## src/rtl/if_fetch.sv

```systemverilog
`default_nettype none
`timescale 1ns/1ps
// +------------------------------------------------------------------------+
// | Module  : if_fetch                                                     |
// | Purpose : instruction fetch, one outstanding imem request, one-entry   |
// |           output buffer feeding IF/ID, redirect with wrong-path drop   |
// | Revision: 1.0  initial release                                         |
// +------------------------------------------------------------------------+
module if_fetch #(
  parameter logic [31:0] RESET_PC = 32'h0000_0000
) (
  input  logic        clk,
  input  logic        rst,
  input  logic        stall_in,
  input  logic        redirect,
  input  logic [31:0] redirect_pc,
  output logic        imem_req,
  output logic [31:0] imem_addr,
  input  logic        imem_ready,
  input  logic        imem_rvalid,
  input  logic [31:0] imem_rdata,
  output logic [31:0] instr_out,
  output logic [31:0] pc_out,
  output logic        if_valid
);

  localparam logic [1:0] S_REQ     = 2'd0;
  localparam logic [1:0] S_WAIT    = 2'd1;
  localparam logic [1:0] S_DISCARD = 2'd2;

  logic [1:0]  r_state;
  logic [31:0] r_fetch_pc;
  logic [31:0] r_req_pc;
  logic [31:0] r_instr;
  logic [31:0] r_pc;
  logic        r_valid;

  logic w_req;
  logic w_accept;
  logic w_load;
  logic w_consume;

  // A request may only issue when its response is guaranteed a free buffer slot.
  assign w_req     = rst && (r_state == S_REQ) && (!r_valid || !stall_in);
  assign w_accept  = w_req && imem_ready;
  assign w_load    = (r_state == S_WAIT) && imem_rvalid;
  assign w_consume = r_valid && !stall_in;

  assign imem_req  = w_req;
  assign imem_addr = r_fetch_pc;
  assign instr_out = r_instr;
  assign pc_out    = r_pc;
  assign if_valid  = r_valid;

  always_ff @(posedge clk) begin
    if (!rst) begin
      r_state    <= S_REQ;
      r_fetch_pc <= RESET_PC;
      r_req_pc   <= 32'h0;
      r_valid    <= 1'b0;
      r_instr    <= 32'h0;
      r_pc       <= 32'h0;
    end else if (redirect) begin
      r_fetch_pc <= {redirect_pc[31:2], 2'b00};
      r_valid    <= 1'b0;
      r_instr    <= 32'h0;
      r_pc       <= 32'h0;
      // A request accepted now is wrong-path; its response must be swallowed.
      case (r_state)
        S_REQ:            r_state <= w_accept ? S_DISCARD : S_REQ;
        S_WAIT,
        S_DISCARD:        r_state <= imem_rvalid ? S_REQ : S_DISCARD;
        default:          r_state <= S_REQ;
      endcase
    end else begin
      case (r_state)
        S_REQ: begin
          if (w_accept) begin
            r_req_pc <= r_fetch_pc;
            r_state  <= S_WAIT;
          end
        end
        S_WAIT: begin
          if (imem_rvalid) begin
            r_fetch_pc <= r_req_pc + 32'd4;
            r_state    <= S_REQ;
          end
        end
        S_DISCARD: begin
          if (imem_rvalid) r_state <= S_REQ;
        end
        default: r_state <= S_REQ;
      endcase

      if (w_load) begin
        r_instr <= imem_rdata;
        r_pc    <= r_req_pc;
        r_valid <= 1'b1;
      end else if (w_consume) begin
        r_instr <= 32'h0;
        r_pc    <= 32'h0;
        r_valid <= 1'b0;
      end
    end
  end

endmodule
`default_nettype wire
```

## config.mk

```make
export PLATFORM = sky130hd
export DESIGN_NAME = if_fetch
export DESIGN_NICKNAME = d
export VERILOG_FILES = /design/src/rtl/if_fetch.sv
export SDC_FILE = /design/constraint.sdc
export NUM_CORES = 1
export LEC_CHECK = 0
export ABC_AREA = 1
export BUFFER_PORTS_ARGS = -buffer_cell sky130_fd_sc_hd__buf_2
export CORE_MARGIN = 2
export CORE_UTILIZATION = 49
export CTS_CLUSTER_SIZE = 25
export DETAILED_ROUTE_END_ITERATION = 10
export GPL_ROUTABILITY_DRIVEN = 0
export PLACE_DENSITY_LB_ADDON = 0.05
export REMOVE_ABC_BUFFERS = 1
export SKIP_LAST_GASP = 1
export SYNTH_ARGS = -nofsm -noshare
export SYNTH_HDL_FRONTEND = slang
export SYNTH_SLANG_ARGS = --single-unit
```

## constraint.sdc

```tcl
create_clock -name clk -period 1.6 [get_ports clk]
set_input_delay 0.32 -clock clk [delete_from_list [all_inputs] [get_ports clk]]
set_output_delay 0.32 -clock clk [all_outputs]
set_load 0.005 [all_outputs]
```

# [Word level (Yosys, flattened, before mapping)]
# Cells that the tools add are included.
[word_totals] reg_bits=131 out_inout_bits=98
[classes] n_addsub=1 n_eq_ne=4 mux=15 bitwise=2 n_reduce_logical=18
[ops] operator="$mux 32" n=6
[ops] operator="$add 32x3->32 const B" n=1
[ops] operator="$mux 2" n=5
[ops] operator="$pmux 2 s2" n=2
[ops] operator="$reduce_and 2->1" n=3
[ops] operator="$reduce_bool 2->1" n=3
[ops] operator="$logic_and 1x1->1" n=5
[ops] operator="$reduce_or 2->1" n=2
[ops] operator="$ne 3x1->1 const B" n=1
[ops] operator="$ne 3x3->1 const B" n=1
[ops] operator="$reduce_and 3->1" n=1
[ops] operator="$eq 2x1->1 const B" n=1
[ops] operator="$eq 2x2->1 const B" n=1
[ops] operator="$logic_not 1->1" n=2
[ops] operator="$logic_not 2->1" n=1
[ops] operator="$mux 1" n=2
[ops] operator="$not 1->1" n=2
[ops] operator="$logic_or 1x1->1" n=1

# [Logic depth before layout (Yosys ltp)]
[depth] depth_word=7 mapped_depth=9 mapped_depth_nobuf=9

# [Worst setup path after synthesis]
# OpenSTA, ideal clock, no wires.
[synth_path] path_type="register to register" from="register r_state[1]" to="register r_instr[0], in the netlist instr_out[0]" setup_time_ns=0.070 arrival_time_ns=1.387 t_required_ns=1.530 path_slack_ns=0.143 path_stages_with_launch=9 path_buffers=1 synth_period_minus_slack_ns=1.457 cell_sequence="dfxtp_1 > inv_1 > ha_1 > nand2_1 > inv_1 > a21oi_2 > buf_2 > nand2_1 > a21oi_1"
[synth_via] elab_chain_cells=3 word_cells_on_any_way=4 classes_between="1 x eq/ne; 1 x mux; 2 x reduce/logical"
[synth_lines] item="from (decl)" line_no="31" text="logic [1:0] r_state;"
[synth_lines] item="from (signal assigned)" line_no="70" text="S_REQ: r_state <= w_accept ? S_DISCARD : S_REQ;"
[synth_lines] item="from (signal assigned)" line_no="72" text="S_DISCARD: r_state <= imem_rvalid ? S_REQ : S_DISCARD;"
[synth_lines] item="$eq 2x1->1 (*)" line_no="46" text="assign w_load = (r_state == S_WAIT) && imem_rvalid;"
[synth_lines] item="$logic_and 1x1->1 (*)" line_no="46"
[synth_lines] item="$mux 32 or $reduce_bool 2->1 (tied branches)"
[synth_lines] item="to (signal assigned)" line_no="96" text="r_instr <= imem_rdata;"
[synth_lines] item="to (decl)" line_no="34" text="logic [31:0] r_instr;"
# Every way passes the cells marked *; elsewhere a longest branch is shown, timed or not.
# A chain may end at the register's enable or synchronous reset.

# [Worst setup path in the final report]
[layout_path] from="register r_state[1]" to="register r_req_pc[13]"
[layout_via] elab_chain_cells=5
[layout_lines] item="$logic_not 2->1 (*)" line_no="44, 76"
[layout_lines] item="$logic_and 1x1->1 (2 in a row)" line_no="44" text="assign w_req = rst && (r_state == S_REQ) && (!r_valid || !stall_in);"
[layout_lines] item="$logic_and 1x1->1" line_no="45" text="assign w_accept = w_req && imem_ready;"
[layout_lines] item="$reduce_and 3->1 (no source line) (*)"
[layout_lines] item="to (signal assigned)" line_no="79" text="r_req_pc <= r_fetch_pc;"
[layout_lines] item="to (decl)" line_no="33" text="logic [31:0] r_req_pc;"
# Marks and branches as above.

==> results.cfg <==
[outcome]
run_status = finished clean

[power]
vdd_ir_drop_max_mv = 0.668
power.internal_uw = 6140
p_leak_uw = 0.00337
p_comb_share_pct = 8.5
switching_share_pct = 22.3
clockPowerShare_pct = 47.9
p_switching_uw = 1760
p_per_area_nw_per_um2 = 1010
seq_power_share_pct = 43.6
finalPower_uw = 7910

[cts]
ctsHtreeMaxLevel = 4
cts_buffers = 17
cts_tree = yes
cts-root-buf = clkbuf_16
clk_pin_slew_worst_paths_ps = 60
clock-sinks = 131
clkLatencyLatePin_ps = 410
cts_max_path_buffers = 2

[grt]
grt.overflow.total = 0
track_usage_pct = 25.2
grt_antenna_before_repair = 0
grt_pass1_vias = 5661
grt_pass1_wl_um = 26100
grt_max_degree = 55

[synth]
syn_area_um2 = 5760
synthArstFlopShare_pct = 0
synth_cells = 834
yosys.area.top_type = dfxtp_1
synth_warnings = 0
seq_area_frac_synth_pct = 45.5
yosysTopAreaCellShare_pct = 45.5
synth_edf_count = 0
synth_cell_types = 29
ys_ff_latch = 131
ys_top_cells_by_area = dfxtp_1, nand2_1, a21oi_1
synthFlopType = dfxtp_1
avgSynthCellArea_um2 = 6.91
synth_common_cells = nand2_1, dfxtp_1, a21oi_1
yosysMostFrequentCell = nand2_1

[floorplan]
io_pins = 168
die-area_um2 = 12600
die_w_um = 112
die_h_um = 112
core_area_um2 = 11500
start_util_pct = 50.2
core.rowCount = 39

[timing]
layout_min_cycle_time_ps = 1580
fmax_mhz = 634
fin_worst_skew_ps = 7.10
setup_viol = 0
hold_violations = 0
worst_slew_pin_slew_ps = 385
relSlewSlack_pct = 74.3
min_period_over_period_pct = 98.5
hold_ws_ps = 160
grt_setup_unrepaired = yes
drv_slew = 0
setup_ws_ps = 23.7
setup_tns_ps = 0

[final_layout]
antenna_cells = 0
layout-area-overhead-vs-synth_pct = 36.1
nets = 1103
fin_area_um2 = 7840
drive_above_1_share_pct = 27.4

[detailed_routing]
wirelength_um = 16800
remaining_drc_errors = 0
postRouteAntennaNets = 0
vias_per_cell = 5.13
dr.pass1.iters = 5
first_iter_violations = 406
wl_per_cell_um = 14.2
vias = 6058

[run]
max_cap_viol_count = 0

[worst_hold_path]
worstHoldStart = imem_rdata[9]
hold_class = primary input to flip-flop

[critical_path]
cp.arrival_ps = 1920
critPathLaunchType = flip-flop
regToRegStartpoint = r_state[1]$_SDFFE_PN0P_
critPathKind = flip-flop to flip-flop
cp_cell_sequence = inv_2, ha_4, nand2_2, nor2_4, buf_6, nand2_8, nor2_8, buf_12, clkbuf_16, o21ai_1, a21oi_1
crit_family = buffers and inverters
cp.required_ps = 1940
critPathMaxStageDelay_ps = 330
endpoint_kind = flip-flop
timing.critical_path.buf_inv = 4
critPathSlowestCell = dfxtp_2
crit_fanout = 6
critPathLaunch = r_state[1]$_SDFFE_PN0P_

[placed_design]
post_dp_cell_area_um2 = 6900
place_ws_ps = -32.6
numPortBuffers = 165
hpwl_um = 11400
logic make-up after synthesis:
family / share of synthesized area [%]
and+or+nand+nor: 28.3
adders and majority gates: 0.869
DFF: 45.5
xor gates and xnor gates: 0.152
AOI/OAI and AO/OA: 16.7
buffers and inverters: 8.49
cells in the final DEF (no fill, tap or decap), drive strengths merged, types with 2 or more instances in the layout:
cell type and instances:
or2 3, ha 4, dfxtp 131, clkbuf 31, nor3 12, nand3b 3
bufinv 2, nand2 273, o21ai 56, nand3 38, a21oi 112, nor2 65
inv 76, a31oi 10, o21bai 5, buf 212, clkinv 2
through the flow:
stage	cells	util, %
finish	1182	68.3
global route	1182	68.3
CTS	1165	65.3
detailed placement	1135	60.2
global placement	1135	60.2
floorplan	792	-
final cells by class:
cell class              instances  area [um^2]
inverters                      77          289
multi-input cells             584         2720
well taps                     143          179
repair buffers                218         1440
fillers                      1039         3630
clock inverters                 4         72.6
flip-flops and latches        131         2630
clock buffers                  25          505
final timing paths:
| check | cells past startpoint | endpoint | slack [ps] |
|---|---|---|---|
| worst max-delay path | 11 | r_req_pc[13]$_SDFFE_PN0P_ | 20 |
| worst min-delay path | 3 | instr_out[9]$_SDFFE_PP0P_ | 160 |
| worst max register to register | 11 | r_req_pc[13]$_SDFFE_PN0P_ | 20 |
| worst min register to register | 2 | instr_out[7]$_SDFFE_PP0P_ | 460 |
power by group through the flow:
stage | logic [uW] | clock network [uW] | registers, uW
final | 672 | 3780 | 3450
after detailed placement | 583 | 0 | 3510
after global routing | 747 | 3980 | 3460
after CTS | 591 | 3830 | 3440
after floorplan | 260 | 0 | 3500
after global placement | 572 | 0 | 3510
flip-flops by register name, indices dropped and copies added, names as in the netlist:
register / count
r_state: 2
r_req_pc: 32
instr_out: 32
imem_addr: 32
pc_out: 32
if_valid: 1
layer usage:
layer | routed length (um) | global-route usage, %
met1 | 7870 | 33.2
met2 | 7840 | 41.4
met3 | 852 | 5.02
met4 | 271 | 9.02
met5 | 0 | 0
repair_timing:
item	4_1_cts	5_1_grt
setup buffers	1	10
resized for setup	1	30
hold buffers	0	0
setup endpoints to repair	12	123
pin swaps	1	9
cloned	0	7
tightest hold or removal path, cell delays in order:
cell and delay, ps:
buf_2 100, nand2_1 50, a21oi_1 50
Note: power is estimated with default switching activity, not from simulation.
